File: config.mk
export PLATFORM = sky130hd
export DESIGN_NAME = batt_mon
export DESIGN_NICKNAME = d
export VERILOG_FILES = /design/src/rtl/batt_mon_pkg.sv /design/src/rtl/batt_avg4.sv /design/src/rtl/batt_mon.sv
export SDC_FILE = /design/constraint.sdc
export NUM_CORES = 1
export LEC_CHECK = 0
export BUFFER_PORTS_ARGS = -buffer_cell sky130_fd_sc_hd__buf_2
export CAP_MARGIN = 20
export CORE_ASPECT_RATIO = 0.9
export CORE_MARGIN = 5
export CORE_UTILIZATION = 55
export DETAILED_ROUTE_END_ITERATION = 8
export GPL_TIMING_DRIVEN = 0
export PLACE_DENSITY = 0.73
export SLEW_MARGIN = 5
export SYNTH_ARGS = -nofsm -noshare
export SYNTH_HDL_FRONTEND = slang
export SYNTH_HIERARCHICAL = 1
export SYNTH_SLANG_ARGS = --single-unit
File: constraint.sdc
create_clock -name clk -period 3.3 [get_ports clk]
set_input_delay 0.33 -clock clk [delete_from_list [all_inputs] [get_ports clk]]
set_output_delay 0.33 -clock clk [all_outputs]
set_load 0.1 [all_outputs]
File: src/rtl/batt_mon_pkg.sv
// Shared types and constants for the battery monitor and its A2D neighbours.
// Thresholds live here so the top level and the channel logic agree on them.
package batt_mon_pkg;

  typedef enum logic [1:0] {
    WAIT = 2'd0,
    REQ  = 2'd1,
    CONV = 2'd2,
    EVAL = 2'd3
  } bm_state_t;

  localparam int unsigned PERIOD_W_FAST = 12;
  localparam int unsigned PERIOD_W_SLOW = 20;

  localparam logic [9:0] CONV_TIMEOUT = 10'd1023;

  localparam logic [11:0] DEF_LOW_THRESH  = 12'hC80;
  localparam logic [11:0] DEF_HIGH_THRESH = 12'hD00;
  localparam int unsigned DEF_CONFIRM     = 3;

  // 14-bit sum cannot overflow for four full-scale readings; shift truncates.
  function automatic logic [11:0] avg4(input logic [11:0] a,
                                       input logic [11:0] b,
                                       input logic [11:0] c,
                                       input logic [11:0] d);
    logic [13:0] sum;
    sum = {2'b00, a} + {2'b00, b} + {2'b00, c} + {2'b00, d};
    return sum[13:2];
  endfunction

endpackage

File: src/rtl/batt_avg4.sv
// Four-entry sliding window of battery readings with a registered average.
// Entries start at full scale so early averages never look low.
module batt_avg4
  import batt_mon_pkg::*;
(
  input  logic        clk,
  input  logic        rst_n,
  input  logic        load,
  input  logic [11:0] din,
  output logic [11:0] avg
);

  logic [11:0] win_q [4];
  logic [11:0] win_d [4];
  logic [11:0] avg_q;
  logic [11:0] avg_d;

  always_comb begin
    win_d = win_q;
    avg_d = avg_q;
    if (load) begin
      win_d[0] = din;
      win_d[1] = win_q[0];
      win_d[2] = win_q[1];
      win_d[3] = win_q[2];
      avg_d    = avg4(din, win_q[0], win_q[1], win_q[2]);
    end
  end

  always_ff @(posedge clk or negedge rst_n) begin
    if (!rst_n) begin
      for (int i = 0; i < 4; i++) win_q[i] <= 12'hFFF;
      avg_q <= 12'hFFF;
    end else begin
      win_q <= win_d;
      avg_q <= avg_d;
    end
  end

  assign avg = avg_q;

endmodule

File: src/rtl/batt_mon.sv
// Battery monitor: periodic A2D requests, 4-sample averaging, and a
// hysteresis + N-sample confirmed low-battery level flag.
module batt_mon
  import batt_mon_pkg::*;
#(
  parameter bit          FAST_SIM    = 1'b1,
  parameter logic [11:0] LOW_THRESH  = DEF_LOW_THRESH,
  parameter logic [11:0] HIGH_THRESH = DEF_HIGH_THRESH,
  parameter int unsigned CONFIRM     = DEF_CONFIRM
)(
  input  logic        clk,
  input  logic        rst_n,
  output logic        strt_cnv,
  input  logic        cnv_cmplt,
  input  logic [11:0] batt_res,
  output logic [11:0] batt_avg,
  output logic        batt_low
);

  localparam int unsigned PW        = FAST_SIM ? PERIOD_W_FAST : PERIOD_W_SLOW;
  localparam logic [2:0]  CONFIRM_C = 3'(CONFIRM);

  bm_state_t     state_q, state_d;
  logic [PW-1:0] timer_q, timer_d;
  logic [9:0]    to_q, to_d;
  logic [2:0]    low_streak_q, low_streak_d;
  logic [2:0]    good_streak_q, good_streak_d;
  logic          batt_low_q, batt_low_d;
  logic          avg_load;

  batt_avg4 u_avg (
    .clk   (clk),
    .rst_n (rst_n),
    .load  (avg_load),
    .din   (batt_res),
    .avg   (batt_avg)
  );

  always_comb begin
    state_d       = state_q;
    timer_d       = '0;
    to_d          = to_q;
    low_streak_d  = low_streak_q;
    good_streak_d = good_streak_q;
    batt_low_d    = batt_low_q;
    avg_load      = 1'b0;
    case (state_q)
      WAIT: begin
        // All-ones terminal count wraps the timer back to zero on its own.
        timer_d = timer_q + 1'b1;
        if (&timer_q) state_d = REQ;
      end
      REQ: begin
        to_d    = '0;
        state_d = CONV;
      end
      CONV: begin
        if (cnv_cmplt) begin
          avg_load = 1'b1;
          state_d  = EVAL;
        end else if (to_q == CONV_TIMEOUT) begin
          state_d = WAIT;
        end else begin
          to_d = to_q + 1'b1;
        end
      end
      EVAL: begin
        if (batt_avg < LOW_THRESH) begin
          low_streak_d  = (low_streak_q == CONFIRM_C) ? low_streak_q : low_streak_q + 1'b1;
          good_streak_d = '0;
        end else if (batt_avg >= HIGH_THRESH) begin
          good_streak_d = (good_streak_q == CONFIRM_C) ? good_streak_q : good_streak_q + 1'b1;
          low_streak_d  = '0;
        end else begin
          low_streak_d  = '0;
          good_streak_d = '0;
        end
        if (low_streak_d == CONFIRM_C) batt_low_d = 1'b1;
        else if (good_streak_d == CONFIRM_C) batt_low_d = 1'b0;
        state_d = WAIT;
      end
      default: state_d = WAIT;
    endcase
  end

  always_ff @(posedge clk or negedge rst_n) begin
    if (!rst_n) begin
      state_q       <= WAIT;
      timer_q       <= '0;
      to_q          <= '0;
      low_streak_q  <= '0;
      good_streak_q <= '0;
      batt_low_q    <= 1'b0;
    end else begin
      state_q       <= state_d;
      timer_q       <= timer_d;
      to_q          <= to_d;
      low_streak_q  <= low_streak_d;
      good_streak_q <= good_streak_d;
      batt_low_q    <= batt_low_d;
    end
  end

  assign strt_cnv = (state_q == REQ);
  assign batt_low = batt_low_q;

endmodule

==> flow_summary.json <==
{
  "r2r-start": "u_avg/win_q[13]",
  "synth_top_area_share_pct": 26.2,
  "cp-start-kind": "flop",
  "drive_gt1_share_pct": 21.2,
  "synth_edf_count": 0,
  "seqCellArea_sq_um": 2040,
  "cts_root_buffer": "clkbuf_8",
  "crit_buf_inv": 2,
  "critPathKind": "flop to flop",
  "drc": 0,
  "synthMuxAreaShare_pct": 1.82,
  "worstPathMaxFanout": 6,
  "synth_compound_area_share_pct": 15.9,
  "max_freq_mhz": 313,
  "nFillCells": 721,
  "fp.dieW_um": 109,
  "grt_usage_pct": 20.8,
  "yosys_warnings": 6,
  "synth_nets": 562,
  "synth_cell_types": 62,
  "wl_per_cell_um": 15.5,
  "finish.instance_area_sq_um": 5430,
  "clock-sinks": 79,
  "synth-seq-area-share_pct": 42.3,
  "dp_hpwl_mm": 7.43,
  "synth_top_family_by_area": "compound AO/OA/AOI/OAI gates",
  "cp_data_required_time_ps": 3570,
  "clkLatencyLatePin_ps": 350,
  "synth_xor_area_share_pct": 2.36,
  "initial_core_util_pct": 56.2,
  "rsz0062_at_grt": "no",
  "placement_rows": 32,
  "syn_area_sq_um": 4820,
  "yosys.area_share.simple_pct": 14.5,
  "diodes": 0,
  "cts.clk_slew.worst_paths_ps": 90,
  "viasPerCell": 5.53,
  "clockBufferDepth": 2,
  "hold_viol_final": 0,
  "synthFlopType": "dfstp_2",
  "core_sq_um": 8570,
  "gp_congestion": 0.862,
  "drt_pass1_iterations": 4,
  "synth.most_common_cell": "inv_1",
  "syn2layout_area_growth_pct": 12.7,
  "grt_max_degree": 54,
  "io_pins": 29,
  "status": "finished clean",
  "end_kind": "flop",
  "min_path_type": "input port to flop",
  "ant_nets": 0,
  "grt_pass1_wl_mm": 17.9,
  "slew_viol_final": 0,
  "tritoncts": "done",
  "ys_ff_latch": 79,
  "fin_skew_ps": 6.83,
  "syn_inst": 504,
  "async_flop_share_pct": 100,
  "arrival_ps": 3460,
  "min_period_ps": 3190,
  "drv_cap": 0,
  "antenna_found_initial": 0,
  "slew_headroom_pct": 56.5,
  "path_cells": "inv_1 > fa_1 > inv_1 > fa_1 > nand2_1 > nor2_1 > fa_2 > a21oi_2 > o21ai_2 > o31ai_4 > nand4_1 > o211ai_1",
  "nets": 604,
  "via_count": 3705,
  "cp-startpoint": "u_avg/win_q[13]",
  "cts_buffers": 9,
  "gr-total-overflow": 0,
  "die_area_sq_um": 10700,
  "fin_crit_sh_pct": 96.7,
  "max_stage_delay_ps": 530,
  "synth_commonest_cells": "82 x inv_1, 60 x nand2_1, 48 x dfstp_2, 44 x o21ai_0, 31 x dfrtp_1",
  "final_util_pct": 63.4,
  "synthAdderAreaFrac_pct": 14.9,
  "grt_pass1_vias": 3894,
  "worst_pin_slew_ps": 652,
  "wirelength_mm": 10.4,
  "placed_cell_area_sq_um": 5140,
  "yosys.area.top_type": "dfstp_2",
  "cp_slowest_cell": "dfstp_2",
  "die_h_um": 98.8,
  "synthTopCellsByArea": "dfstp_2 26%, dfrtp_1 16%, fa_1 10%",
  "multi_input_area_sq_um": 2420,
  "cp_top_family": "adder cells",
  "htreeDepth": 3,
  "min-delay-start": "batt_res[3]",
  "drt_iter0_drc": 211,
  "port_buffers": 28,
  "setup_viol": 0,
  "syn_avg_cell_area_sq_um": 9.56
}
==> cells in the final DEF (no fill, tap or decap), drive strengths merged, types with 2 or more instances in the layout <==
| cell type | netlist | final |
|---|---|---|
| clkinv | 0 | 4 |
| nand2 | 60 | 60 |
| clkbuf | 15 | 24 |
| o31ai | 2 | 2 |
| o311ai | 5 | 5 |
| o21ai | 48 | 48 |
| dfrtp | 31 | 31 |
| o41ai | 2 | 2 |
| mux2 | 6 | 6 |
| ha | 19 | 19 |
| or4 | 3 | 3 |
| o21a | 4 | 4 |
| nand2b | 8 | 8 |
| mux2i | 2 | 2 |
| o22ai | 2 | 2 |
| nand4 | 8 | 8 |
| a211oi | 4 | 4 |
| inv | 82 | 82 |
| o211ai | 12 | 12 |
| o2bb2ai | 2 | 2 |
| nor3 | 10 | 10 |
| o31a | 2 | 2 |
| buf | 5 | 35 |
| nor2b | 4 | 4 |
| nor2 | 18 | 18 |
| and2 | 5 | 5 |
| xor2 | 4 | 4 |
| bufinv | 0 | 3 |
| xnor2 | 9 | 9 |
| nand3 | 15 | 15 |
| fa | 24 | 24 |
| a21oi | 18 | 18 |
| o2111ai | 3 | 3 |
| or3 | 4 | 4 |
| dfstp | 48 | 48 |
==> kinds of logic (layout without fill, tap and decap cells) <==
logic type | Yosys count | count (layout)
mux | 8 | 8
buf+inv | 102 | 149
simple gates | 143 | 143
fa+ha+maj | 43 | 43
xor+xnor | 13 | 13
compound gates | 116 | 116
flops | 79 | 79
==> path summary, 6_finish.rpt <==
| check | to | slack, ps | cells past startpoint |
|---|---|---|---|
| setup reg to reg | u_avg/avg[7] | 110 | 12 |
| min in group asynchronous | timer_q[8] | 440 | 2 |
| hold / removal | u_avg/win_q[39] | 190 | 3 |
| max in group asynchronous | u_avg/win_q[46] | 2210 | 3 |
| hold reg to reg | timer_q[0] | 470 | 1 |
| setup / recovery | u_avg/avg[7] | 110 | 12 |
==> through the flow <==
| stage | instances | hold WS [ps] | setup TNS [ps] | setup WS [ps] |
|---|---|---|---|---|
| 2_1_floorplan | 504 | 34.4 | 0 | 255 |
| 3_3_place_gp | 651 | 441 | -13.7 | -13.5 |
| 3_5_place_dp | 652 | 272 | -284 | -99.8 |
| 4_1_cts | 669 | 180 | 0 | 68.0 |
| 5_1_grt | 670 | 194 | 0 | 11.0 |
| 6_report | 670 | 191 | 0 | 109 |
==> repair_timing <==
action / in CTS / in global routing
buffers inserted: 0 / 1
resized for setup: 2 / 5
setup endpoints to repair: 4 / 5
pin swaps: 0 / 3
hold buffers: 1 / 0
hold endpoints to repair: 9 / 0
==> sequential cells by signal, summed over array words and instances (netlist names) <==
register and count:
u_avg/avg 12, low_streak_q 3, state_q 2, batt_low 1
good_streak_q 3, u_avg/win_q 36, timer_q 12, to_q 10
==> routing by layer <==
| layer | up-vias | track usage, % | part of all wire [%] |
|---|---|---|---|
| li1 | 1781 | - | - |
| met1 | 1848 | 27.4 | 44 |
| met2 | 68 | 34.4 | 51 |
| met3 | 8 | 4.26 | 4.6 |
| met4 | 0 | 6.70 | 0.72 |
| met5 | - | 0 | 0 |
==> cell type report <==
cell class / instances / area share [%]
Buffer: 20 / 1.59
Clock inverter: 7 / 2.23
Clock buffer: 9 / 2.28
Tap cell: 119 / 2.74
Multi-Input combinational cell: 323 / 44.5
Inverter: 82 / 5.67
Sequential cell: 79 / 37.5
Timing Repair Buffer: 31 / 3.45
==> worst min-delay path, delay by kind of cell <==
kind,cells,cell delay [ps]
buf+inv,1,100
compound gates,1,70
simple gates,1,40
Power is left out: the tool's default activity adds up to more than one toggle a clock period on the data nets, which glitch-free logic cannot reach.
